## config.mk

```make
export PLATFORM = sky130hd
export DESIGN_NAME = dmem_arbiter
export DESIGN_NICKNAME = d
export VERILOG_FILES = /design/src/rtl/dmem_arbiter.sv
export SDC_FILE = /design/constraint.sdc
export NUM_CORES = 1
export LEC_CHECK = 0
export CAP_MARGIN = 5
export CORE_AREA = 2 2 123 125
export DETAILED_ROUTE_END_ITERATION = 8
export DIE_AREA = 0 0 125 127
export SLEW_MARGIN = 15
export SYNTH_ARGS = -nofsm -noshare
export SYNTH_HDL_FRONTEND = slang
export SYNTH_SLANG_ARGS = --single-unit
```

## constraint.sdc

```tcl
create_clock -name clk -period 1.3 [get_ports clk]
set_input_delay 0.26 -clock clk [delete_from_list [all_inputs] [get_ports clk]]
set_output_delay 0.26 -clock clk [all_outputs]
set_load 0.02 [all_outputs]
```

## src/rtl/dmem_arbiter.sv

```systemverilog
// ============================================================================
// Module   : dmem_arbiter
// Purpose  : Two-master arbiter for the single synchronous data-memory port.
//            Master 0 (CPU data stage) has priority over master 1 (DMA/debug).
//            Grants are combinational. Read data from the 1-cycle-latency
//            memory is routed back to the owning master one cycle after the
//            grant.
// Option   : `DMEM_ARB_STARVE_EN enables a starvation counter. When m1 has
//            been denied for STARVE_MAX consecutive cycles, the counter forces
//            an m1 grant. When the macro is undefined, the arbiter uses strict
//            m0 priority and STARVE_MAX has no effect.
// Ports    : clk, rst_n                - clock, async active-low reset
//            mN_req/we/a/wd/wmask      - master N request and payload
//            mN_gnt                    - master N accepted this cycle (comb)
//            mN_rvalid/mN_rd           - master N read return (registered)
//            mem_en/we/a/wd/wmask      - memory port, driven by the winner
//            mem_rd                    - memory read data (cycle after read)
// Revision : 1.0 - initial release
// ============================================================================
`default_nettype none

`ifndef MEM_ADDR_BUS
`define MEM_ADDR_BUS 31:0
`endif
`ifndef MEM_DATA_BUS
`define MEM_DATA_BUS 31:0
`endif
`ifndef MEM_WMASK_BUS
`define MEM_WMASK_BUS 3:0
`endif

module dmem_arbiter #(
    parameter int unsigned STARVE_MAX = 4
) (
    input  logic                   clk,
    input  logic                   rst_n,
    input  logic                   m0_req,
    input  logic                   m0_we,
    input  logic [`MEM_ADDR_BUS]   m0_a,
    input  logic [`MEM_DATA_BUS]   m0_wd,
    input  logic [`MEM_WMASK_BUS]  m0_wmask,
    output logic                   m0_gnt,
    output logic                   m0_rvalid,
    output logic [`MEM_DATA_BUS]   m0_rd,
    input  logic                   m1_req,
    input  logic                   m1_we,
    input  logic [`MEM_ADDR_BUS]   m1_a,
    input  logic [`MEM_DATA_BUS]   m1_wd,
    input  logic [`MEM_WMASK_BUS]  m1_wmask,
    output logic                   m1_gnt,
    output logic                   m1_rvalid,
    output logic [`MEM_DATA_BUS]   m1_rd,
    output logic                   mem_en,
    output logic                   mem_we,
    output logic [`MEM_ADDR_BUS]   mem_a,
    output logic [`MEM_DATA_BUS]   mem_wd,
    output logic [`MEM_WMASK_BUS]  mem_wmask,
    input  logic [`MEM_DATA_BUS]   mem_rd
);

    logic w_force_m1;   // starvation limit reached: m1 overrides m0
    logic w_m0_win;
    logic w_m1_win;
    logic resp_vld_q, resp_vld_d;
    logic resp_own_q, resp_own_d;  // 0 = m0, 1 = m1

    // Only the values 1..15 fit the 4-bit counter. This block is empty and
    // only serves as a hook to flag an out-of-range STARVE_MAX.
    if (STARVE_MAX < 1 || STARVE_MAX > 15) begin : g_starve_max_out_of_range
    end

    // While rst_n is low, no grant is issued. This keeps the memory quiet
    // during reset, even if the requesters keep their requests asserted.
    assign w_m1_win = rst_n & m1_req & (w_force_m1 | ~m0_req);
    assign w_m0_win = rst_n & m0_req & ~w_m1_win;

    assign m0_gnt = w_m0_win;
    assign m1_gnt = w_m1_win;

`ifdef DMEM_ARB_STARVE_EN
    localparam logic [3:0] c_STARVE_MAX = 4'(STARVE_MAX);

    logic [3:0] starve_cnt_q, starve_cnt_d;

    assign w_force_m1 = (starve_cnt_q == c_STARVE_MAX);

    // The count only advances while m1 is waiting. A grant or a dropped
    // request resets it, so each forced grant gives m0 the next slot back.
    always_comb begin
        starve_cnt_d = 4'd0;
        if (m1_req && !w_m1_win) begin
            starve_cnt_d = w_force_m1 ? starve_cnt_q : starve_cnt_q + 4'd1;
        end
    end

    always_ff @(posedge clk or negedge rst_n) begin
        if (!rst_n) begin
            starve_cnt_q <= 4'd0;
        end else begin
            starve_cnt_q <= starve_cnt_d;
        end
    end
`else
    assign w_force_m1 = 1'b0;
`endif

    // Memory port mux. When no master wins, every field is zeroed so that
    // an idle bus has no stale address or data on it.
    always_comb begin
        mem_en    = 1'b0;
        mem_we    = 1'b0;
        mem_a     = '0;
        mem_wd    = '0;
        mem_wmask = '0;
        if (w_m1_win) begin
            mem_en    = 1'b1;
            mem_we    = m1_we;
            mem_a     = m1_a;
            mem_wd    = m1_wd;
            mem_wmask = m1_wmask;
        end else if (w_m0_win) begin
            mem_en    = 1'b1;
            mem_we    = m0_we;
            mem_a     = m0_a;
            mem_wd    = m0_wd;
            mem_wmask = m0_wmask;
        end
    end

    // This register records who owns the data that mem_rd will carry next
    // cycle. A new grant can be issued in the same cycle that the previous
    // read's data returns.
    assign resp_vld_d = mem_en & ~mem_we;
    assign resp_own_d = w_m1_win;

    always_ff @(posedge clk or negedge rst_n) begin
        if (!rst_n) begin
            resp_vld_q <= 1'b0;
            resp_own_q <= 1'b0;
        end else begin
            resp_vld_q <= resp_vld_d;
            resp_own_q <= resp_own_d;
        end
    end

    assign m0_rvalid = resp_vld_q & ~resp_own_q;
    assign m1_rvalid = resp_vld_q &  resp_own_q;
    assign m0_rd     = m0_rvalid ? mem_rd : '0;
    assign m1_rd     = m1_rvalid ? mem_rd : '0;

endmodule

`default_nettype wire

```

==> flow_metrics.py, run 1 <==
metrics = {
    "run_status": {
        "violations": "setup timing",
        "outcome": "finished, violations left",
    },
    "floorplan": {
        "dieArea_sq_um": 15900,
        "rows": 44,
        "start_util_pct": 9.78,
        "pin_count": 312,
        "die_w_microns": 125,
        "coreArea_sq_um": 14400,
        "floorplan.die.height_microns": 127,
    },
    "synth": {
        "ys_seq_area_share_pct": 3.55,
        "synth_nets": 351,
        "yosys.area.top_type": "a32o_1",
        "yosys_warnings": 0,
        "synth_area_sq_um": 1410,
        "synthTopCellsByArea": "a32o_1, and2_1, and3_1",
        "ys_ff_latch": 2,
        "synthCells": 177,
        "synth_top_area_share_pct": 49.6,
        "syn_avg_cell_area_sq_um": 7.97,
        "synthDistinctLibCells": 12,
    },
    "routing": {
        "drtIter0Drc": 143,
        "top_layer": "met4",
        "remaining_drc_errors": 0,
        "wl_met2_microns": 7650,
        "wl_per_cell_microns": 20.9,
        "via_per_inst": 4.60,
        "wl_microns": 14500,
        "vias": 3189,
        "routed-wl-met3_microns": 1060,
        "drt-met1-wl_microns": 5480,
        "drt.antenna.violating_nets": 0,
        "firstDrtPassIters": 5,
    },
    "clocking": {
        "cts_made_buffers": 3,
        "clock_sinks": 2,
        "clk_path_buf_depth": 2,
        "htreeDepth": 1,
        "clk_pin_slew_worst_paths_ns": 0.03,
        "cts_tree": "done",
        "root_buffer": "clkbuf_16",
    },
    "grt": {
        "track_usage_pct": 14.4,
        "grt_max_degree": 34,
        "overflow": 0,
        "grt_first_pass_wirelength_microns": 18200,
        "grt_pass1_vias": 3250,
        "antenna_found_initial": 0,
    },
    "sta": {
        "post-route-period-util_pct": 127,
        "fin_crit_ns": 1.65,
        "final-hold-violation-count": 0,
        "worstMarginPinSlew_ns": 0.257,
        "rsz0062_at_grt": "true",
        "fin_ws_ns": -0.349,
        "finalSetupViolations": 137,
        "finalMaxSlewViolations": 0,
        "whs_ns": 0.560,
        "relSlewSlack_pct": 82.8,
        "fmax_mhz": 607,
    },
    "cells_and_area": {
        "syn2layout_area_growth_pct": 317,
        "antennaDiodeCount": 0,
        "drive_above_1_share_pct": 54.9,
        "n_fill_cell": 1390,
        "final_common_cell": "clkdlybuf4s50_1",
        "mostFrequentLayoutCells": "clkdlybuf4s50_1, buf_6, a32o_1",
        "finalNetCount": 686,
    },
    "power_and_ir_drop": {
        "p_per_area_nw_per_um2": 429,
        "total_power_mw": 2.53,
        "power.leakage_nw": 2.69,
        "peakVddDrop_uv": 299,
    },
    "critical_path": {
        "cp-start-kind": "input port",
        "critPathCaptureType": "primary output",
        "cp.required_ns": 1.04,
        "critPathMaxFanout": 5,
        "path_class": "in2out",
        "arrival_ns": 1.39,
    },
    "job": {
        "maxCapViolations": 0,
    },
    "place": {
        "place_congestion": 0.886,
        "dpl.hpwl_microns": 9300,
        "place_ws_ns": -1.08,
        "io_buffers": 311,
    },
    "min_path": {
        "hp-class": "in2async",
    },
}
[metrics by stage]
stage | utilization, % | TNS [ns] | cell area [sq um] | instances
2_1_floorplan | - | 0 | 1410 | 177
3_3_place_gp | 32.6 | -95.76 | 4700 | 650
3_5_place_dp | 32.6 | -99.45 | 4700 | 650
4_1_cts | 36.0 | -32.93 | 5190 | 674
5_1_grt | 40.8 | -35.16 | 5890 | 694
6_report | 40.8 | -31.94 | 5890 | 694
[power breakdown]
part	internal [mW]	total, mW	leakage, nW	switching [mW]
logic	1.23	2.00	2.63	0.768
registers	0.0664	0.0710	0.0237	0.00467
clock network	0.391	0.461	0.0370	0.0695
total	1.69	2.53	2.69	0.842
[routing by layer]
metal | global-route usage (%) | up-vias
li1 | - | 1420
met1 | 16.3 | 1513
met2 | 27.1 | 237
met3 | 2.89 | 19
met4 | 4.58 | 0
met5 | 0 | -
[worst max-delay path, stage by stage]
cell,delay (ns)
buf_6,0.09
nor2b_4,0.13
buf_12,0.12
buf_12,0.13
buf_12,0.13
buf_16,0.13
a32o_1,0.26
buf_6,0.13
[state kept, by name, summed over array words and instances (netlist names)]
register and cells:
resp_own_q 1, resp_vld_q 1
[worst max-delay path by stage]
stage / from / to / depth (start not counted)
floorplan: resp_vld_q / m0_rd[22] / 3
CTS: rst_n / mem_wd[2] / 8
global placement: m0_req / mem_a[27] / 5
global route: rst_n / mem_wd[2] / 8
detailed placement: m0_req / mem_a[27] / 5
finish: rst_n / mem_wd[25] / 8
[synth_stat cells]
cell type and instances:
dfrtp_1 2, buf_2 10, o21a_1 1, and3_1 32
inv_1 2, buf_4 2, nor2b_2 1, a32o_1 70
nor2b_1 1, and2_1 35, buf_6 9, clkbuf_1 12
[cell families (layout without fill, tap and decap cells)]
logic type | after synthesis | count (layout) | share of synthesized area [%]
AND/OR/NAND/NOR | 69 | 69 | 30.8
AO/OA/AOI/OAI | 71 | 71 | 50.2
flip-flops | 2 | 2 | 3.55
buffers and inverters | 35 | 368 | 15.5
[area by class of cell]
cell class / count / area (sq um) / area share, %
flip-flops and latches: 2 / 52.6 / 0.893
multi-input cells: 140 / 1360 / 23.1
clock buffers: 3 / 75.1 / 1.28
well taps: 184 / 230 / 3.91
repair buffers: 363 / 4160 / 70.7
inverters: 2 / 7.51 / 0.128
[timing repair]
action                                  in CTS  in global routing
hold buffers                                 1                  0
resized for setup                          653                239
cloned                                      10                 13
buffers inserted                            11                 11
endpoints found under the hold margin        2                  0
endpoints found under the setup margin     139                136
pin swaps                                   57                 41
Power figures use the tool's default switching activity.
==> inputs of run 2 (changes only) <==
- CTS_BUF_LIST: default -> sky130_fd_sc_hd__clkbuf_8 sky130_fd_sc_hd__clkbuf_16
- GPL_ROUTABILITY_DRIVEN: default -> 0
==> run 2 against run 1 <==
Net effect: largest power group unchanged; setup slack worse by 0.029 ns; first-iteration DRC count is 44% lower; critical path type is now reg2out; the run still ends with setup timing left; utilization is 0.75 points lower; sequential share of layout area hardly changed; highest routed layer unchanged; sequential cell count stayed put; cell count is 0.29% lower; power is 0.65% lower; global-route usage is 1.7 points higher; via count is 3.3% lower.
==> flow_metrics.py, run 2 (synthesis gave the netlist of run 1 again) <==
metrics = {
    "run_status": {
        "outcome": "finished, violations left",
        "violations": "setup timing",
    },
    "routing": {
        "via_per_inst": 4.46,
        "wl_per_cell_microns": 20.4,
        "drtIter0Drc": 80,
        "drt.antenna.violating_nets": 0,
        "firstDrtPassIters": 4,
        "wl_microns": 14100,
        "remaining_drc_errors": 0,
        "vias": 3085,
    },
    "grt": {
        "met1_usage_pct": 18.1,
        "track_usage_pct": 16.1,
        "grt_pass1_vias": 3283,
        "use_met3_pct": 4.36,
        "grt_first_pass_wirelength_microns": 19800,
        "grt_max_degree": 34,
        "overflow": 0,
        "antenna_found_initial": 0,
        "grt.busiest_layer": "met2",
        "grt.met2_usage_pct": 29.7,
    },
    "sta": {
        "fmax_mhz": 596,
        "rsz0062_at_grt": "true",
        "worstMarginPinSlew_ns": 0.154,
        "post-route-period-util_pct": 129,
        "fin_crit_ns": 1.68,
        "fin_ws_ns": -0.377,
        "final-hold-violation-count": 0,
        "finalSetupViolations": 137,
        "tns_ns": -31.70,
        "finalMaxSlewViolations": 0,
        "whs_ns": 0.459,
        "relSlewSlack_pct": 89.7,
    },
    "place": {
        "dp.cells": 651,
        "dpl_cell_area_sq_um": 4700,
        "dpl.hpwl_microns": 9370,
        "io_buffers": 311,
    },
    "floorplan": {
        "floorplan.die.height_microns": 127,
        "dieArea_sq_um": 15900,
        "coreArea_sq_um": 14400,
        "pin_count": 312,
        "rows": 44,
        "die_w_microns": 125,
        "start_util_pct": 9.78,
    },
    "clocking": {
        "clk_pin_slew_worst_paths_ns": 0.03,
        "root_buffer": "clkbuf_16",
        "cts_tree": "done",
        "clock_sinks": 2,
        "cts_made_buffers": 3,
        "htreeDepth": 1,
        "clk_path_buf_depth": 2,
    },
    "critical_path": {
        "critPathTopFamily": "buffers and inverters",
        "critPathCaptureType": "primary output",
        "path_cells": "buf_4 -> nor2b_4 -> clkbuf_16 -> and2_1 -> buf_6",
        "critPathMaxFanout": 16,
        "path_class": "reg2out",
        "cp.required_ns": 1.04,
        "cp-start-kind": "flop",
        "arrival_ns": 1.42,
        "cp_slowest_stage_delay_ns": 0.40,
        "worst-path-buf-inv": 3,
        "critPathSlowestCell": "dfrtp_1",
    },
    "cells_and_area": {
        "multi_input_area_sq_um": 1290,
        "design_area_sq_um": 5780,
        "finalNetCount": 684,
        "final_cells": 692,
        "final_core_util_pct": 40.1,
        "mostFrequentLayoutCells": "clkdlybuf4s50_1, buf_6, a32o_1",
        "top_regs": "resp_own_q: 1 flops, resp_vld_q: 1 flops",
        "final_common_cell": "clkdlybuf4s50_1",
        "antennaDiodeCount": 0,
        "drive_above_1_share_pct": 49.6,
        "syn2layout_area_growth_pct": 309,
        "n_fill_cell": 1439,
        "regArea_sq_um": 51.3,
    },
    "power_and_ir_drop": {
        "power.leakage_nw": 2.65,
        "p_per_area_nw_per_um2": 435,
        "peakVddDrop_uv": 365,
    },
    "job": {
        "maxCapViolations": 0,
    },
    "min_path": {
        "hp-class": "in2async",
    },
}
==> run 2: cell count changes in the layout (fill, tap and decap cells not counted), moves of 7 or more <==
cell,delta
buf_6,-18
and2_1,+12
and2_4,-12
buf_2,+9
a32o_1,+7
a32o_2,-7
==> run 2: repair_timing <==
action                     CTS  global route
gates resized for setup    764           107
hold endpoints to repair     2             0
hold buffers                 1             0
pin swaps                   17            12
setup buffers               17             6
setup endpoints to repair  139           137
gates cloned                19             3
==> run 2: metrics by stage <==
stage | setup WS, ns | power (mW)
final | -0.377 | 2.51
after global routing | -0.427 | 2.61
after CTS | -0.394 | 2.49
after detailed placement | -1.12 | 1.61
after global placement | -1.08 | 1.59
after floorplan | 0.0327 | 0.624
==> run 2: final cells by class <==
| type | instances | share of cell area [%] |
|---|---|---|
| clock buffers | 3 | 1.30 |
| inverters | 2 | 0.130 |
| multi-input cells | 140 | 22.3 |
| flip-flops and latches | 2 | 0.888 |
| well taps | 184 | 3.98 |
| repair buffers | 361 | 71.4 |
==> run 2: final timing paths <==
check | startpoint | to | slack (ns) | cells after the start
min | rst_n | resp_vld_q | 0.46 | 3
max | resp_own_q | m0_rd[26] | -0.38 | 5
min in group clk | m0_req | resp_own_q | 0.64 | 5
max in group asynchronous | rst_n | resp_vld_q | 0.70 | 3
==> run 2: power by group <==
part / switching (mW) / internal [mW] / total (mW) / leakage [nW]
sequential: 0.00417 / 0.0661 / 0.0703 / 0.0252
combinational: 0.753 / 1.22 / 1.97 / 2.59
clock: 0.0744 / 0.392 / 0.466 / 0.0370
total: 0.832 / 1.68 / 2.51 / 2.65
==> run 2: metal layers <==
metal	vias to the layer above	part of all wire, %
met4	0	2.7
li1	1417	-
met5	-	0
met1	1426	37
met3	22	8.7
met2	220	51
